[src/rtl/key_mode_ctrl_if.sv]
// Key/selection bundle between the button front end and the DDS mode select.
// master drives the raw buttons; slave is the key_mode_ctrl side.
interface key_mode_ctrl_if #(
  parameter int unsigned KEY_NUM = 4
);
  localparam int unsigned IW = $clog2(KEY_NUM);

  logic [KEY_NUM-1:0] key;
  logic [KEY_NUM-1:0] key_level;
  logic [KEY_NUM-1:0] key_flag;
  logic [KEY_NUM-1:0] key_long;
  logic [KEY_NUM-1:0] sel_onehot;
  logic [IW-1:0]      sel_idx;
  logic               sel_lock;

  modport master (
    output key,
    input  key_level, key_flag, key_long, sel_onehot, sel_idx, sel_lock
  );

  modport slave (
    input  key,
    output key_level, key_flag, key_long, sel_onehot, sel_idx, sel_lock
  );
endinterface

[src/rtl/key_mode_ctrl.sv]
// Multi-key debounce with one-hot/binary mode selection for the DDS core.
// Optional long-press lock/unlock is built when KEY_LONG_PRESS_EN is defined.
module key_mode_ctrl #(
  parameter int unsigned KEY_NUM  = 4,
  parameter int unsigned CNT_MAX  = 999_999,
  parameter int unsigned LONG_MAX = 49_999_999,
  parameter int unsigned DEF_SEL  = 0
) (
  input  logic           sys_clk,
  input  logic           sys_rst_n,
  key_mode_ctrl_if.slave bus
);

  localparam int unsigned IW = $clog2(KEY_NUM);
  localparam int unsigned CW = $clog2(CNT_MAX + 1);
  localparam logic [CW-1:0] CNT_TOP = CW'(CNT_MAX);

  logic [KEY_NUM-1:0] sync1;
  logic [KEY_NUM-1:0] sync2;
  logic [KEY_NUM-1:0] level;
  logic [KEY_NUM-1:0] level_d;
  logic [KEY_NUM-1:0] fall;
  logic [KEY_NUM-1:0] flag;
  logic [CW-1:0]      cnt [KEY_NUM];

  logic [KEY_NUM-1:0] win_oh;
  logic [IW-1:0]      win_idx;
  logic [KEY_NUM-1:0] sel_onehot;
  logic [IW-1:0]      sel_idx;

  logic [KEY_NUM-1:0] key_long;
  logic               sel_lock;

  always_ff @(posedge sys_clk or negedge sys_rst_n) begin
    if (!sys_rst_n) begin
      sync1   <= '1;
      sync2   <= '1;
      level   <= '1;
      level_d <= '1;
      for (int unsigned i = 0; i < KEY_NUM; i++) begin
        cnt[i] <= '0;
      end
    end else begin
      sync1   <= bus.key;
      sync2   <= sync1;
      level_d <= level;
      // Any sample that agrees with the current level restarts the count.
      for (int unsigned i = 0; i < KEY_NUM; i++) begin
        if (sync2[i] == level[i]) begin
          cnt[i] <= '0;
        end else if (cnt[i] == CNT_TOP) begin
          level[i] <= sync2[i];
          cnt[i]   <= '0;
        end else begin
          cnt[i] <= cnt[i] + CW'(1);
        end
      end
    end
  end

  assign fall = level_d & ~level;

  // Lowest set bit wins: isolate it for the one-hot, scan downward for the index.
  assign win_oh = fall & (~fall + KEY_NUM'(1));

  always_comb begin
    win_idx = '0;
    for (int unsigned i = KEY_NUM; i > 0; i--) begin
      if (fall[i-1]) begin
        win_idx = IW'(i - 1);
      end
    end
  end

  always_ff @(posedge sys_clk or negedge sys_rst_n) begin
    if (!sys_rst_n) begin
      flag       <= '0;
      sel_onehot <= KEY_NUM'(1) << DEF_SEL;
      sel_idx    <= IW'(DEF_SEL);
    end else begin
      flag <= fall;
      if ((|fall) && !sel_lock) begin
        sel_onehot <= win_oh;
        sel_idx    <= win_idx;
      end
    end
  end

`ifdef KEY_LONG_PRESS_EN
  localparam int unsigned LW = $clog2(LONG_MAX + 1);
  localparam logic [LW-1:0] LONG_TOP = LW'(LONG_MAX);

  logic [LW-1:0]      hold [KEY_NUM];
  logic [KEY_NUM-1:0] hold_done;
  logic [KEY_NUM-1:0] long_hit;
  logic [KEY_NUM-1:0] long_q;
  logic               lock_q;

  always_comb begin
    long_hit = '0;
    for (int unsigned i = 0; i < KEY_NUM; i++) begin
      long_hit[i] = !level[i] && (hold[i] == LONG_TOP) && !hold_done[i];
    end
  end

  // hold_done keeps the saturated counter from re-firing until release.
  always_ff @(posedge sys_clk or negedge sys_rst_n) begin
    if (!sys_rst_n) begin
      hold_done <= '0;
      long_q    <= '0;
      lock_q    <= 1'b0;
      for (int unsigned i = 0; i < KEY_NUM; i++) begin
        hold[i] <= '0;
      end
    end else begin
      long_q <= long_hit;
      lock_q <= lock_q ^ (|long_hit);
      for (int unsigned i = 0; i < KEY_NUM; i++) begin
        if (level[i]) begin
          hold[i]      <= '0;
          hold_done[i] <= 1'b0;
        end else if (hold[i] != LONG_TOP) begin
          hold[i] <= hold[i] + LW'(1);
        end else if (long_hit[i]) begin
          hold_done[i] <= 1'b1;
        end
      end
    end
  end

  assign key_long = long_q;
  assign sel_lock = lock_q;
`else
  assign key_long = '0;
  assign sel_lock = 1'b0;
`endif

  assign bus.key_level  = level;
  assign bus.key_flag   = flag;
  assign bus.key_long   = key_long;
  assign bus.sel_onehot = sel_onehot;
  assign bus.sel_idx    = sel_idx;
  assign bus.sel_lock   = sel_lock;

endmodule

[src/flat_wrapper.sv]
// flat-port wrapper written by rule: the top's interface ports become plain ports
module key_mode_ctrl_flat 
#(
  parameter int unsigned KEY_NUM  = 4,
  parameter int unsigned CNT_MAX  = 999_999,
  parameter int unsigned LONG_MAX = 49_999_999,
  parameter int unsigned DEF_SEL  = 0
)
  (sys_clk, sys_rst_n, bus_key, bus_key_level, bus_key_flag, bus_key_long, bus_sel_onehot, bus_sel_idx, bus_sel_lock);
  key_mode_ctrl_if #(.KEY_NUM(KEY_NUM)) bus_i ();
  input  logic sys_clk;
  input  logic sys_rst_n;
  input wire logic [$bits(bus_i.key)-1:0] bus_key;
  output wire logic [$bits(bus_i.key_level)-1:0] bus_key_level;
  output wire logic [$bits(bus_i.key_flag)-1:0] bus_key_flag;
  output wire logic [$bits(bus_i.key_long)-1:0] bus_key_long;
  output wire logic [$bits(bus_i.sel_onehot)-1:0] bus_sel_onehot;
  output wire logic [$bits(bus_i.sel_idx)-1:0] bus_sel_idx;
  output wire logic [$bits(bus_i.sel_lock)-1:0] bus_sel_lock;
  assign bus_i.key = bus_key;
  assign bus_key_level = bus_i.key_level;
  assign bus_key_flag = bus_i.key_flag;
  assign bus_key_long = bus_i.key_long;
  assign bus_sel_onehot = bus_i.sel_onehot;
  assign bus_sel_idx = bus_i.sel_idx;
  assign bus_sel_lock = bus_i.sel_lock;
  key_mode_ctrl #(.KEY_NUM(KEY_NUM), .CNT_MAX(CNT_MAX), .LONG_MAX(LONG_MAX), .DEF_SEL(DEF_SEL)) u_core (.sys_clk(sys_clk), .sys_rst_n(sys_rst_n), .bus(bus_i));
endmodule
[config.mk]
export PLATFORM = sky130hd
export DESIGN_NAME = key_mode_ctrl_flat
export DESIGN_NICKNAME = d
export VERILOG_FILES = /design/src/rtl/key_mode_ctrl_if.sv /design/src/rtl/key_mode_ctrl.sv /design/src/flat_wrapper.sv
export SDC_FILE = /design/constraint.sdc
export NUM_CORES = 1
export LEC_CHECK = 0
export BUFFER_PORTS_ARGS = -buffer_cell sky130_fd_sc_hd__buf_2
export CAP_MARGIN = 20
export CORE_ASPECT_RATIO = 1.5
export CORE_MARGIN = 2
export CORE_UTILIZATION = 60
export DETAILED_ROUTE_END_ITERATION = 10
export PLACE_DENSITY = 0.78
export SETUP_SLACK_MARGIN = 0.2
export SLEW_MARGIN = 20
export SYNTH_ARGS = -nofsm -noshare
export SYNTH_HDL_FRONTEND = slang
export SYNTH_SLANG_ARGS = --single-unit
export TNS_END_PERCENT = 30
[constraint.sdc]
create_clock -name sys_clk -period 2.7 [get_ports sys_clk]
set_input_delay 0.27 -clock sys_clk [delete_from_list [all_inputs] [get_ports sys_clk]]
set_output_delay 0.27 -clock sys_clk [all_outputs]
set_load 0.1 [all_outputs]
After elaboration in Yosys (flattened, before gate mapping)

Index checks and enable logic that the tools add are counted.

Bits in read-only memories: 0
Bits in latches: 0
Memories: 0
Bits in writable memories: 0
Input port bits: 6
Output and inout bits: 19
Flip-flop bits (word level): 106

Bitwise gates (word level): 8
Add/sub/neg operators: 5
Reduce and logical (&&, ||, !) cells: 5
Div/mod/pow operators: 0
$mul: 0
Shifts and indexed selects: 0
Mux-type cells: 12
Equal/unequal tests: 8
Magnitude comparators: 0

Operators with widths:

| cell                                          | count |
|---|---|
| 2-to-1 mux 20 bit                             | 8 |
| adder 20 x 1 -> 20 bit, second input constant | 4 |
| equality test 20 bit, second input constant   | 4 |
| AND 4 bit                                     | 2 |
| 2-to-1 mux 2 bit                              | 4 |
| inverter 4 bit                                | 2 |
| AND reduction 2 bit                           | 4 |
| adder 4 x 1 -> 4 bit, second input constant   | 1 |
| equality test 1 bit                           | 4 |
| inverter 1 bit                                | 4 |
| OR reduction 4 bit                            | 1 |

Depth between registers and ports, before layout

Depth in word-level cells: 6
Mapped depth: 6
Gate-level depth less buffers: 5

Worst setup path before layout

No wires, ideal clock.

Path kind: flip-flop to flip-flop
Start: register u_core.cnt[52] (netlist bit)
End: register u_core.level[1] (netlist: u_core.bus.key_level[1])
Setup time: 0.082 ns
Data required time: 2.618 ns
Data arrival time: 1.955 ns
Setup slack: 0.663 ns
Clock period less this slack: 2.037 ns
Cell stages (with the launch flop): 5
Cell sequence: dfrtp_1 -> or4_1 -> or4_4 -> nor2_1 -> mux2_2

Cells in the longest elaborated chain, start to end: 2

Ends and longest elaborated chain:

| what                                 | line                | RTL |
|---|---|---|
| from (decl)                          | key_mode_ctrl.sv:24 | `logic [CW-1:0] cnt [KEY_NUM];` |
| from (signal, indexed assignment)    | key_mode_ctrl.sv:55 | `cnt[i] <= cnt[i] + CW'(1);` |
| equality test 20 bit                 | key_mode_ctrl.sv:51 | `end else if (cnt[i] == CNT_TOP) begin` |
| AND reduction 2 bit (no source line) | -                   |  |
| to (signal, indexed assignment)      | key_mode_ctrl.sv:52 | `level[i] <= sync2[i];` |
| to (decl)                            | key_mode_ctrl.sv:20 | `logic [KEY_NUM-1:0] level;` |

Every way passes these cells.
A chain may end at the register's enable or synchronous reset.

Final worst setup path

Start: register u_core.cnt[52] (netlist bit)
End: register u_core.cnt[46] (netlist bit)

Cells in the longest elaborated chain, start to end: 3

Ends and longest elaborated chain:

| what                 | line                | RTL |
|---|---|---|
| equality test 20 bit | key_mode_ctrl.sv:51 |  |
| 2-to-1 mux 20 bit    | key_mode_ctrl.sv:51 |  |
| 2-to-1 mux 20 bit    | key_mode_ctrl.sv:49 | `if (sync2[i] == level[i]) begin` |

Every way passes these cells.

==> impl_metrics.yaml <==
synth:
  ys_async_sr_fraction_pct: 100.0
  synth_warnings: 0
  synth_top_area_cell: "dfrtp_1"
  yosysSeqAreaShare_pct: 54.38
  synth_edf_count: 0
  yosysTopAreaCellShare_pct: 45.29
  netlist_instances: 478
  synth-seq-cells: 106
  syn_avg_cell_area_um2: 10.29
  synth_flop_cell: "dfrtp_1"
  synthTopCellsByArea: "dfrtp_1, dfstp_2, xnor2_1, nor2_1, xor2_1"
  ys_types: 46
  syn_area_um2: 4917
floorplan:
  io-pin-count: 25
  core_area_um2: 8008
  die_w_um: 77.92
  fp-row-count: 40
  die_h_um: 114.9
  dieArea_um2: 8950
  start_util_pct: 61.41
worst_hold_path:
  hp-class: "input pin to flop"
  hold_path_end: "u_core.sync1[1]"
  whs_path_depth: 1
  hold_start: "bus_key[1]"
cells_and_area:
  syn_to_final_growth_pct: 10.53
  final_cell_mix: "dfrtp_1, nor2_1, xnor2_1"
  layoutNonFillerInstCount: 614
  final_nets: 514
  mostFrequentLayoutCell: "dfrtp_1"
  diodes: 0
  drive_above_1_share_pct: 14.34
  final_core_util_pct: 67.88
clock_network:
  insertion_delay_ns: 0.34
  cts_inserted_buffers: 9
  post_cts_buffers: 0
  clkTransAtPathRegs_ns: 0.07
  cts_buffer_depth: 2
  cts_tree: "yes"
  h-tree-depth: 3
  cts_sinks: 106
  cts_root_buf: "clkbuf_16"
  cts_hold_buf: 0
  cts_resized: 0
sta:
  fin_crit_ns: 2.132
  fin_skew_ns: 0.007767
  setup_viol: 0
  final-hold-violation-count: 0
  fin_tns_setup_ns: 0
  max_clock_freq_ghz: 0.4690
  max_slew_margin_pct: 37.77
  finalCritPeriodShare_pct: 78.96
  rsz0062_at_grt: "no"
  finalMaxSlewViolations: 0
  tightest_slew_ns: 0.9334
  setup_ws_ns: 0.5680
grt:
  grt.busiest_layer: "met2"
  grt_pass1_wl_um: 15720
  gr-total-overflow: 0
  grt_max_degree: 80
  antenna_found_initial: 0
  track_usage_pct: 21.99
  grt_pass1_vias: 3479
  grt_use_met3_pct: 4.160
  met1_usage_pct: 27.96
  met2_usage_pct: 37.01
power:
  leakage_nw: 2.242
  ir_worst_vdd_mv: 0.3568
  power_density_nw_per_um2: 567.3
critical_path:
  r2r_slack_ns: 0.57
  cpMaxStageDelayCell: "or4_1"
  critPathMaxFanout: 18
  endpoint_kind: "flop"
  critPathArrivalTime_ns: 2.34
  r2r_start: "u_core.cnt[52]"
  worstPathRequired_ns: 2.91
  path_cells: "or4_1 -> or4_4 -> o21ai_4 -> nor2_1"
  reg2reg_depth: 4
  critPathLaunch: "u_core.cnt[52]"
  worstSetupPathType: "flop to flop"
  rr_endpoint: "u_core.cnt[46]"
  startpoint_type: "flop"
  slowest_delay_ns: 0.53
drt:
  drc: 0
  route.vias.total: 3483
  routed_wl_um: 8815
  viasPerCell: 5.673
  wl_per_cell_um: 14.36
  drt_iter0_drc: 293
  drt_first_pass_iters: 4
  ant_nets: 0
placement:
  post-place-ws_ns: 0.5499
  io_buffers: 19
  place.gp.congestion: 0.8515
  hpwl_um: 6022
  place_inst: 598
run_status:
  status: "complete, no violations"
run:
  cap_violations: 0
[how the worst max path moves through the flow]
stage | end | slack (ns) | cells past startpoint
3_5_place_dp | u_core.cnt[45] | 0.55 | 5
4_1_cts | u_core.cnt[46] | 0.54 | 5
2_1_floorplan | u_core.bus.key_level[1] | 0.66 | 4
5_1_grt | u_core.cnt[49] | 0.35 | 5
3_3_place_gp | u_core.cnt[45] | 0.62 | 4
6_report | u_core.cnt[46] | 0.57 | 4
[Yosys cell counts, types with 6 or more instances]
master   count
nand2_1     25
and3_1       7
xnor2_1     39
nand4_1     23
xor2_1      20
dfstp_2     17
inv_1       17
dfrtp_1     89
buf_4        6
a21oi_1     18
o31ai_1      8
nand3_1     25
nor3_1      19
nor4_1      16
o21ai_0      7
nor2_1      75
or4_1       12
[layout make-up]
type                    count  area, um^2
multi-input cells         344        2111
clock buffers              12       256.5
well taps                 105       131.4
inverters                  17       63.81
fillers                   618        2572
repair buffers             26       150.1
flip-flops and latches    106        2674
clock inverters             4       48.80
[power by group]
| part | leakage (nW) | internal, W | switching [W] |
|---|---|---|---|
| sequential | 1.41 | 0.00161 | 0.0000196 |
| clock | 0.153 | 0.000770 | 0.000556 |
| combinational | 0.679 | 0.0000277 | 0.0000964 |
[sequential cells by signal, indices dropped and copies added (netlist names)]
name / count
u_core.cnt: 80
u_core.bus.key_flag: 4
u_core.bus.key_level: 4
u_core.bus.sel_onehot: 4
u_core.level_d: 4
u_core.sync1: 4
u_core.sync2: 4
u_core.bus.sel_idx: 2
[logic make-up after synthesis]
kind of cell / Yosys count / share of synthesized area (%)
compound gates: 41 / 5.496
xor+xnor: 59 / 10.51
fa+ha+maj: 4 / 1.018
buf+inv: 32 / 3.104
flops: 106 / 54.38
mux: 6 / 1.323
other cells: 1 / 0.07626
simple gates: 229 / 24.10
[through the flow]
| stage | instance area [um^2] | power (W) | hold WS (ns) |
|---|---|---|---|
| 2_1_floorplan | 4932 | 0.001741 | -0.02559 |
| 3_3_place_gp | 5130 | 0.001784 | 0.3456 |
| 3_5_place_dp | 5130 | 0.001789 | 0.3475 |
| 4_1_cts | 5435 | 0.003110 | 0.01863 |
| 5_1_grt | 5435 | 0.003205 | 0.01312 |
| 6_report | 5435 | 0.003084 | 0.02323 |
[worst max-delay path, delay by kind of cell (launching register included)]
kind,cells,cell delay (ns)
compound gates,1,0.41
simple gates,3,1.16
flops,1,0.44
[routing by layer]
| metal | wire length [um] | part of all wire, % | vias up |
|---|---|---|---|
| li1 | - | - | 1717 |
| met1 | 3782 | 43 | 1695 |
| met2 | 4580 | 52 | 52 |
| met3 | 253 | 2.9 | 19 |
| met4 | 199 | 2.3 | 0 |
| met5 | 0 | 0 | - |
Power figures use the tool's default switching activity.
